[config.mk]
export PLATFORM = sky130hd
export DESIGN_NAME = cpu_sequencer_flat
export DESIGN_NICKNAME = d
export VERILOG_FILES = /design/src/rtl/cpu_pkg.sv /design/src/rtl/cpu_sequencer_if.sv /design/src/rtl/cpu_sequencer_op_ctrl_lut.sv /design/src/rtl/cpu_sequencer.sv /design/src/flat_wrapper.sv
export SDC_FILE = /design/constraint.sdc
export NUM_CORES = 1
export LEC_CHECK = 0
export BUFFER_PORTS_ARGS = -buffer_cell sky130_fd_sc_hd__buf_2
export CELL_PAD_IN_SITES_DETAIL_PLACEMENT = 0
export CELL_PAD_IN_SITES_GLOBAL_PLACEMENT = 1
export CORE_ASPECT_RATIO = 0.8
export CORE_MARGIN = 2
export CORE_UTILIZATION = 38
export CTS_CLUSTER_DIAMETER = 50
export CTS_CLUSTER_SIZE = 10
export DETAILED_ROUTE_END_ITERATION = 10
export PLACE_DENSITY = 0.88
export SYNTH_ARGS = -nofsm -noshare
export SYNTH_HDL_FRONTEND = slang
export SYNTH_SLANG_ARGS = --single-unit
[constraint.sdc]
create_clock -name clk -period 1.9 [get_ports clk]
set_input_delay 0.285 -clock clk [delete_from_list [all_inputs] [get_ports clk]]
set_output_delay 0.285 -clock clk [all_outputs]
set_load 0.03 [all_outputs]
[src/rtl/cpu_pkg.sv]
// rtl/cpu_pkg.sv - shared opcodes, FSM states, instruction fields and control table for cpu_sequencer
package cpu_pkg;

  localparam logic [3:0] OP_SET    = 4'd0;
  localparam logic [3:0] OP_COPY   = 4'd1;
  localparam logic [3:0] OP_ADD    = 4'd2;
  localparam logic [3:0] OP_INC    = 4'd3;
  localparam logic [3:0] OP_SUB    = 4'd4;
  localparam logic [3:0] OP_DEC    = 4'd5;
  localparam logic [3:0] OP_AND    = 4'd6;
  localparam logic [3:0] OP_OR     = 4'd7;
  localparam logic [3:0] OP_XOR    = 4'd8;
  localparam logic [3:0] OP_SKIPIF = 4'd9;
  localparam logic [3:0] OP_HALT   = 4'd10;

  localparam int OPC_HI = 15;
  localparam int OPC_LO = 12;
  localparam int RD_HI  = 11;
  localparam int RD_LO  = 10;
  localparam int RS_HI  = 9;
  localparam int RS_LO  = 8;
  localparam int IMM_HI = 7;
  localparam int IMM_LO = 0;

  typedef enum logic [2:0] {
    ST_IDLE,
    ST_FETCH,
    ST_DECODE,
    ST_EXEC,
    ST_HALTED
  } state_t;

  typedef struct packed {
    logic [2:0] s;
    logic       c;
    logic       b;
    logic       writes;
  } op_ctrl_t;

  // Non-writing opcodes (skipif, halt, illegal) map to all-zero, i.e. writes=0.
  function automatic op_ctrl_t op_ctrl(input logic [3:0] op);
    op_ctrl_t r;
    r = '0;
    case (op)
      OP_SET:  r = '{s: 3'b111, c: 1'b0, b: 1'b0, writes: 1'b1};
      OP_COPY: r = '{s: 3'b000, c: 1'b0, b: 1'b0, writes: 1'b1};
      OP_ADD:  r = '{s: 3'b001, c: 1'b0, b: 1'b1, writes: 1'b1};
      OP_INC:  r = '{s: 3'b000, c: 1'b1, b: 1'b0, writes: 1'b1};
      OP_SUB:  r = '{s: 3'b010, c: 1'b1, b: 1'b1, writes: 1'b1};
      OP_DEC:  r = '{s: 3'b011, c: 1'b0, b: 1'b0, writes: 1'b1};
      OP_AND:  r = '{s: 3'b100, c: 1'b0, b: 1'b1, writes: 1'b1};
      OP_OR:   r = '{s: 3'b100, c: 1'b1, b: 1'b1, writes: 1'b1};
      OP_XOR:  r = '{s: 3'b101, c: 1'b0, b: 1'b1, writes: 1'b1};
      default: r = '0;
    endcase
    return r;
  endfunction

endpackage

[src/rtl/cpu_sequencer_if.sv]
// rtl/cpu_sequencer_if.sv - instruction memory req/valid fetch bus
interface cpu_sequencer_if #(
  parameter int PC_W = 8
);
  logic            req;
  logic [PC_W-1:0] addr;
  logic            valid;
  logic [15:0]     data;

  modport master (output req, output addr, input valid, input data);
  modport slave  (input req, input addr, output valid, output data);
endinterface

[src/rtl/cpu_sequencer_op_ctrl_lut.sv]
// rtl/cpu_sequencer_op_ctrl_lut.sv - combinational opcode to ALU control decode
module op_ctrl_lut
  import cpu_pkg::*;
(
  input  logic [3:0] opcode,
  output logic [2:0] alu_s,
  output logic       alu_c,
  output logic       alu_b,
  output logic       writes,
  output logic       legal
);
  op_ctrl_t ctrl;

  assign ctrl   = op_ctrl(opcode);
  assign alu_s  = ctrl.s;
  assign alu_c  = ctrl.c;
  assign alu_b  = ctrl.b;
  assign writes = ctrl.writes;
  assign legal  = (opcode <= OP_HALT);
endmodule

[src/rtl/cpu_sequencer.sv]
// rtl/cpu_sequencer.sv - fetch/decode/execute sequencer owning PC, IR and the zero flag
module cpu_sequencer
  import cpu_pkg::*;
#(
  parameter int PC_W = 8
) (
  input  logic                   clk,
  input  logic                   reset,
  input  logic                   start,
  cpu_sequencer_if.master        imem,
  input  logic                   zero_flag,
  output logic [2:0]             alu_s,
  output logic                   alu_c,
  output logic                   alu_b,
  output logic [1:0]             rd_addr,
  output logic [1:0]             rs_addr,
  output logic [7:0]             imm,
  output logic                   rf_we,
  output logic                   busy,
  output logic                   halted,
  output logic                   illegal
);
  state_t          state, state_nx;
  logic [PC_W-1:0] pc, pc_nx;
  logic [15:0]     ir;
  logic            z;
  logic            ir_load, ctrl_load, z_load;

  logic [3:0] opcode;
  logic [2:0] lut_s;
  logic       lut_c, lut_b, lut_writes, lut_legal;

  assign opcode = ir[OPC_HI:OPC_LO];

  op_ctrl_lut u_lut (
    .opcode (opcode),
    .alu_s  (lut_s),
    .alu_c  (lut_c),
    .alu_b  (lut_b),
    .writes (lut_writes),
    .legal  (lut_legal)
  );

  always_comb begin
    state_nx  = state;
    pc_nx     = pc;
    ir_load   = 1'b0;
    ctrl_load = 1'b0;
    z_load    = 1'b0;
    case (state)
      ST_IDLE, ST_HALTED: begin
        if (start) begin
          pc_nx    = '0;
          state_nx = ST_FETCH;
        end
      end
      ST_FETCH: begin
        if (imem.valid) begin
          ir_load  = 1'b1;
          state_nx = ST_DECODE;
        end
      end
      ST_DECODE: begin
        // Only write ops touch the control registers; the rest leave them as they were.
        ctrl_load = lut_writes;
        state_nx  = ST_EXEC;
      end
      ST_EXEC: begin
        state_nx = ST_FETCH;
        if (lut_writes) begin
          z_load = 1'b1;
          pc_nx  = pc + PC_W'(1);
        end else if (opcode == OP_SKIPIF) begin
          pc_nx = pc + (z ? PC_W'(2) : PC_W'(1));
        end else if (opcode == OP_HALT) begin
          state_nx = ST_HALTED;
        end else begin
          pc_nx = pc + PC_W'(1);
        end
      end
      default: state_nx = ST_IDLE;
    endcase
  end

  always_ff @(posedge clk or negedge reset) begin
    if (!reset) state <= ST_IDLE;
    else        state <= state_nx;
  end

  always_ff @(posedge clk or negedge reset) begin
    if (!reset) begin
      pc      <= '0;
      ir      <= '0;
      z       <= 1'b0;
      alu_s   <= '0;
      alu_c   <= 1'b0;
      alu_b   <= 1'b0;
      rd_addr <= '0;
      rs_addr <= '0;
      imm     <= '0;
    end else begin
      pc <= pc_nx;
      if (ir_load) ir <= imem.data;
      if (z_load)  z  <= zero_flag;
      if (ctrl_load) begin
        alu_s   <= lut_s;
        alu_c   <= lut_c;
        alu_b   <= lut_b;
        rd_addr <= ir[RD_HI:RD_LO];
        rs_addr <= ir[RS_HI:RS_LO];
        imm     <= ir[IMM_HI:IMM_LO];
      end
    end
  end

  // Strobes decode straight from registered state so a reset kills them immediately.
  assign imem.req  = (state == ST_FETCH);
  assign imem.addr = pc;
  assign rf_we     = (state == ST_EXEC) && lut_writes;
  assign busy      = (state == ST_FETCH) || (state == ST_DECODE) || (state == ST_EXEC);
  assign halted    = (state == ST_HALTED);
  assign illegal   = (state == ST_DECODE) && !lut_legal;
endmodule
[src/flat_wrapper.sv]
// flat-port wrapper written by rule: the top's interface ports become plain ports
module cpu_sequencer_flat import cpu_pkg::*;
#(
  parameter int PC_W = 8
)
  (clk, reset, start, zero_flag, alu_s, alu_c, alu_b, rd_addr, rs_addr, imm, rf_we, busy, halted, illegal, imem_req, imem_addr, imem_valid, imem_data);
  cpu_sequencer_if #(.PC_W(PC_W)) imem_i ();
  input  logic clk;
  input  logic reset;
  input  logic start;
  input  logic zero_flag;
  output logic [2:0] alu_s;
  output logic alu_c;
  output logic alu_b;
  output logic [1:0] rd_addr;
  output logic [1:0] rs_addr;
  output logic [7:0] imm;
  output logic rf_we;
  output logic busy;
  output logic halted;
  output logic illegal;
  output wire logic [$bits(imem_i.req)-1:0] imem_req;
  output wire logic [$bits(imem_i.addr)-1:0] imem_addr;
  input wire logic [$bits(imem_i.valid)-1:0] imem_valid;
  input wire logic [$bits(imem_i.data)-1:0] imem_data;
  assign imem_req = imem_i.req;
  assign imem_addr = imem_i.addr;
  assign imem_i.valid = imem_valid;
  assign imem_i.data = imem_data;
  cpu_sequencer #(.PC_W(PC_W)) u_core (.clk(clk), .reset(reset), .start(start), .imem(imem_i), .zero_flag(zero_flag), .alu_s(alu_s), .alu_c(alu_c), .alu_b(alu_b), .rd_addr(rd_addr), .rs_addr(rs_addr), .imm(imm), .rf_we(rf_we), .busy(busy), .halted(halted), .illegal(illegal));
endmodule
Yosys cells after proc, flatten, opt, wreduce, memory -nomap -nowiden

Memory sizes are Yosys's and may differ from the RTL's.
Index checks and enable logic that the tools add are counted.

Bits in registers: 45
Bits in latches: 0
Memory bits (writable): 0
Bits in read-only memories: 96
Output and inout bits: 30
Logic and storage cells: 50
Memories kept: 1

$add $sub $neg: 2
Multipliers: 0
Div/mod/pow operators: 0
Order comparisons: 1
Equality and inequality tests: 9
Shift-type cells: 0
Muxes and demuxes: 17
Bitwise gates (word level): 0
Reduce and logical (&&, ||, !) cells: 10

Memory list:

| memory          | words | bits a word | read ports | clocked after memory_dff | wr ports | RTL line      | RTL |
|---|---|---|---|---|---|---|---|
| (no name shown) | 16    | 6           | 1          | 0                        | 0        | cpu_pkg.sv:44 | `case (op)` |

Operators by type and width:

| kind                                                                    | count |
|---|---|
| 8-bit 2-to-1 mux                                                        | 4 |
| 8-bit case mux with 2 select lines                                      | 1 |
| 3-bit 2-to-1 mux                                                        | 5 |
| 3-bit case mux with 4 select lines                                      | 1 |
| 8-bit by 1-bit adder with 8-bit output, second input constant           | 1 |
| 8-bit adder                                                             | 1 |
| 4-bit == test, second input constant                                    | 2 |
| 3-bit by 2-bit == test with 1-bit output, second input constant         | 2 |
| 1-bit 2-to-1 mux                                                        | 5 |
| 4-bit <= comparator, second input constant                              | 1 |
| 4-bit by 3-bit inequality test with 1-bit output, second input constant | 1 |
| 3-bit by 1-bit == test with 1-bit output, second input constant         | 1 |
| 3-bit == test, second input constant                                    | 1 |
| 3-bit logical NOT                                                       | 1 |
| 3-bit AND reduction                                                     | 1 |
| 1-bit logical AND                                                       | 2 |
| 1-bit logical OR                                                        | 2 |
| 2-bit 2-to-1 mux                                                        | 1 |
| 2-bit by 1-bit inequality test with 1-bit output, second input constant | 1 |
| 2-bit inequality test, second input constant                            | 1 |
| 2-bit AND reduction                                                     | 1 |
| 2-bit nonzero test                                                      | 1 |
| 2-bit OR reduction                                                      | 1 |
| 1-bit logical NOT                                                       | 1 |

Logic depth before layout (Yosys ltp)

Word-level depth: 5
Gate-level depth with buffers: 7
Depth with buffers taken out: 6

By module

From an unflattened synthesis, not the netlist that was laid out.

Cell total of the unflattened synthesis: 208
Area, all modules: 2,406.1 um^2

Modules (own cells, without submodules):

| module        | instances | cells each | area each (um^2) | seq. area each (um^2) |
|---|---|---|---|---|
| cpu_sequencer | 1         | 182        | 2,175.8          | 1,126.1 |
| op_ctrl_lut   | 1         | 26         | 230.2            | 0.0 |

Worst setup path after synthesis

No wires, ideal clock.

Path type: register -> register
Start point: register u_core.state[2]
End point: register u_core.ir[15]
Setup time: 125 ps
Data arrival time: 2,071 ps
Required time: 1,775 ps
Setup slack: -296 ps
Cell stages (with the launch flop): 6
Buffers on the path: 2
Clock period less this slack: 2,196 ps
Cells stage by stage: dfrtp_1 nor3b_1 and2_1 buf_4 buf_4 mux2_2

Word-level cells in the longest chain between the ends: 2

Ends and longest elaborated chain:

| what                                     | RTL line             | RTL |
|---|---|---|
| from (decl)                              | cpu_sequencer.sv:23  | `state_t state, state_nx;` |
| from (signal assigned)                   | cpu_sequencer.sv:87  | `else state <= state_nx;` |
| 3-bit by 1-bit == test with 1-bit output | -                    |  |
| via imem_req                             | flat_wrapper.sv:22   | `output wire logic [$bits(imem_i.req)-1:0] imem_req;` |
| 1-bit 2-to-1 mux                         | cpu_sequencer.sv:50  | `case (state)` |
| to (signal assigned)                     | cpu_sequencer.sv:103 | `if (ir_load) ir <= imem.data;` |
| to (decl)                                | cpu_sequencer.sv:25  | `logic [15:0] ir;` |

The timed path passes the listed nets, and every way through them passes these cells.
A chain may end at the register's enable or synchronous reset.

Worst setup path after layout

Start point: register u_core.ir[12]
End point: register u_core.pc[5] (netlist: u_core.imem.addr[5])

Word-level cells in the longest chain between the ends: 4

Ends and longest elaborated chain:

| what                                                           | RTL line             | RTL |
|---|---|---|
| branches (longest 4 deep; another with memory read 16 x 6 bit) | -                    |  |
| to (signal assigned)                                           | cpu_sequencer.sv:102 | `pc <= pc_nx;` |
| to (decl)                                                      | cpu_sequencer.sv:24  | `logic [PC_W-1:0] pc, pc_nx;` |

Several ways; the timed one is not identified.

==> metrics.csv <==
stage,metric,value,unit
status,status,completed,
logic_synthesis,Yosys reg bits,45,
logic_synthesis,syn_area_per_cell,12.0,um2
floorplan,Die ar.,6330,um2
sta,slew margin rel.,63.7,%
worst_setup_path,RR Endpoint,u_core.imem.addr[5],
logic_synthesis,number of flops mapped to enable cells by yosys,0,
drt,Final ANT Viol Nets,0,
final_layout,"commonest cells after routing, fill and taps aside","buf_2 (48), dfrtp_1 (45), mux2_2 (31), buf_4 (19), nand2_1 (13)",
sta,Final Setup Violations,0,
hold_path,hold endpoint,u_core.z,
logic_synthesis,top cell type's share of synthesized area,51.9,%
global_routing,largest net degree at the start of global routing,24,
final_layout,FF+latch area,1130,um2
sta,fmax,0.541,GHz
worst_setup_path,crit-path max FO,4,
final_layout,Layout Nets,283,
drt,vias,1650,
clock_network,Clock Sink Count,45,
place,hpwl dp,3480,um
drt,Initial DRT Pass Iterations,5,
hold_path,worst hold path depth,3,
sta,final slew viol count,0,
flow_run,max-cap viol count,0,
logic_synthesis,Area contributors post-synth,"dfrtp_1 (52%), mux2_2 (16%), ha_1 (4.6%)",
floorplan,Core ar.,5500,um2
hold_path,type of the worst min-delay path,in2reg,
global_routing,GRT overflow,0,
sta,Clock Skew,0.00897,ns
clock_network,worst skew pair latency,0.29,ns
clock_network,CTS Buf Count,5,
floorplan,FP Rows,24,
pwr,leakage,1.29,nW
floorplan,Die Y,71.6,um
worst_setup_path,WS Path Type,reg2reg,
final_layout,final non-filler cell total,332,
final_layout,filler cell count,518,
worst_setup_path,CP Data Arrival Time,2.02,ns
logic_synthesis,mapped cell area,2170,um2
final_layout,Antenna Cells,0,
worst_setup_path,WP data required,2.07,ns
drt,drt total wl,4640,um
drt,vias per cell,4.97,
global_routing,antenna violations before repair,0,
final_layout,multi-input logic area,1050,um2
logic_synthesis,post-synth top area cell,dfrtp_1,
final_layout,share of layout cells above drive strength 1,49.2,%
worst_setup_path,Worst R2R Setup Slack,0.05,ns
sta,Final Hold Fails,0,
worst_setup_path,reg-to-reg startpoint,u_core.ir[12],
global_routing,Total GRT Usage,16.0,%
hold_path,HP Start,zero_flag,
final_layout,"Core Util, Final",51.5,%
drt,DR iter-0 viols,91,
sta,final worst path period need,1.85,ns
logic_synthesis,sequential fraction of the synthesis area,51.9,%
logic_synthesis,post-synthesis net count,211,
place,routability congestion estimate,0.840,
clock_network,CTS Root Cell,clkbuf_8,
pwr,peak supply drop,0.697,mV
logic_synthesis,Synth Flop Type,dfrtp_1,
final_layout,"commonest non-fill, non-tap cell in the layout",buf_2,
sta,worst setup slack after layout,0.0533,ns
floorplan,die width,88.5,um
place,port bufs,50,
clock_network,Clock Path Buffers,2,
clock_network,Clock Pin Slew Worst Setup and Hold Paths,0.08,ns
sta,Worst Max-Slew Pin Slew,0.544,ns
sta,Setup TNS Final,0,ns
place,pre-CTS WS,-0.0267,ns
global_routing,vias in the first global route,1559,
drt,WL per Instance,14.0,um
worst_setup_path,CP Launch Type,flop,
pwr,PwrDens,1710,nW/um2
place,# placed instances,322,
logic_synthesis,cells after synthesis,181,
logic_synthesis,Yosys warnings,0,
logic_synthesis,Synth async-reset ratio,100,%
clock_network,CTS tree,done,
final_layout,area grow syn2layout,30.6,%
logic_synthesis,Cell variety after synth,39,
drt,Residual DRC,0,
global_routing,global-route wire length before repair,7690,um
worst_setup_path,R2R cell count,6,
worst_setup_path,Crit. End Element,flop,
sta,crit share post-route,97.2,%
sta,Hold WS,0.189,ns
floorplan,num ports,51,
clock_network,H-tree lvl count,2,
floorplan,starting density of the core,39.5,%
-- cell usage after synthesis (all sizes together), types with 2 or more instances --
master,number
nor3b,4
nand2b,2
ha,8
mux2,31
clkbuf,2
nand2,13
nand4,2
nand3b,2
a31oi,5
nor2b,2
dfrtp,45
mux2i,3
inv,6
nand3,5
a21boi,2
a21oi,9
buf,5
o21ai,10
nor2,8
-- routing by layer --
layer  wire length, um  GRT usage [%]  vias to the layer above
li1                  -              -                      800
met1              2150           22.5                      794
met2              2130           23.4                       48
met3               258           4.49                        8
met4                95           6.57                        0
met5                 0              0                        -
-- how the worst max path moves through the flow --
stage / start / to / slack (ns) / cells past startpoint
2_1_floorplan: u_core.ir[13] / u_core.imem.addr[5] / 0.004 / 7
3_3_place_gp: u_core.ir[12] / u_core.imem.addr[5] / 0.05 / 6
3_5_place_dp: u_core.ir[13] / u_core.imem.addr[5] / -0.03 / 6
4_1_cts: u_core.ir[12] / rf_we / 0.0007 / 6
5_1_grt: u_core.ir[12] / u_core.imem.addr[5] / -0.03 / 6
6_report: u_core.ir[12] / u_core.imem.addr[5] / 0.05 / 6
-- logic make-up (layout without fill, tap and decap cells) --
family,after synthesis,after routing,synth area share (%)
compound gates,36,36,11.0
fa+ha+maj,9,9,5.54
buf+inv,13,86,3.17
flops,45,45,51.9
mux,34,34,17.5
simple gates,44,44,10.9
-- metrics by stage --
stage,power [W],area (um2)
finish,0.00483,2830
CTS,0.00479,2760
floorplan,0.00334,2170
global route,0.00521,2830
detailed placement,0.00418,2650
global placement,0.00410,2650
-- power breakdown --
group          switching (W)  leakage (nW)  internal, W  total (W)
Clock               0.000310        0.0385     0.000260   0.000570
Sequential          0.000261         0.553      0.00140    0.00166
Combinational        0.00148         0.703      0.00112    0.00261
Total                0.00205          1.29      0.00278    0.00483
-- registers in the layout, summed over array words and instances (netlist names) --
signal	flops
u_core.ir	16
u_core.alu_s	3
u_core.imem.addr	8
u_core.state	3
u_core.z	1
u_core.alu_c	1
u_core.alu_b	1
u_core.imm	8
u_core.rs_addr	2
u_core.rd_addr	2
-- what timing repair did --
action / 4_1_cts / 5_1_grt
pin swaps: 2 / 5
hold endpoints to repair: 22 / 0
setup buffers: 0 / 1
endpoints found under the setup margin: 5 / 7
resized for setup: 7 / 15
hold buffers: 1 / 0
-- worst max-delay path, stage by stage, from the launching register on --
cell,delay [ns]
dfrtp_1,0.36
inv_2,0.05
ha_1,0.21
and4bb_4,0.36
mux2_2,0.39
o311ai_2,0.24
nand3_1,0.11
-- cell type report --
cell class                      count  share of cell area, %
Clock inverter                      1                  0.265
Tap cell                           78                   3.45
Clock buffer                        7                   2.69
Multi-Input combinational cell    123                   37.0
Inverter                            6                  0.795
Timing Repair Buffer               72                   16.1
Sequential cell                    45                   39.8
(Power assumes the default switching activity.)
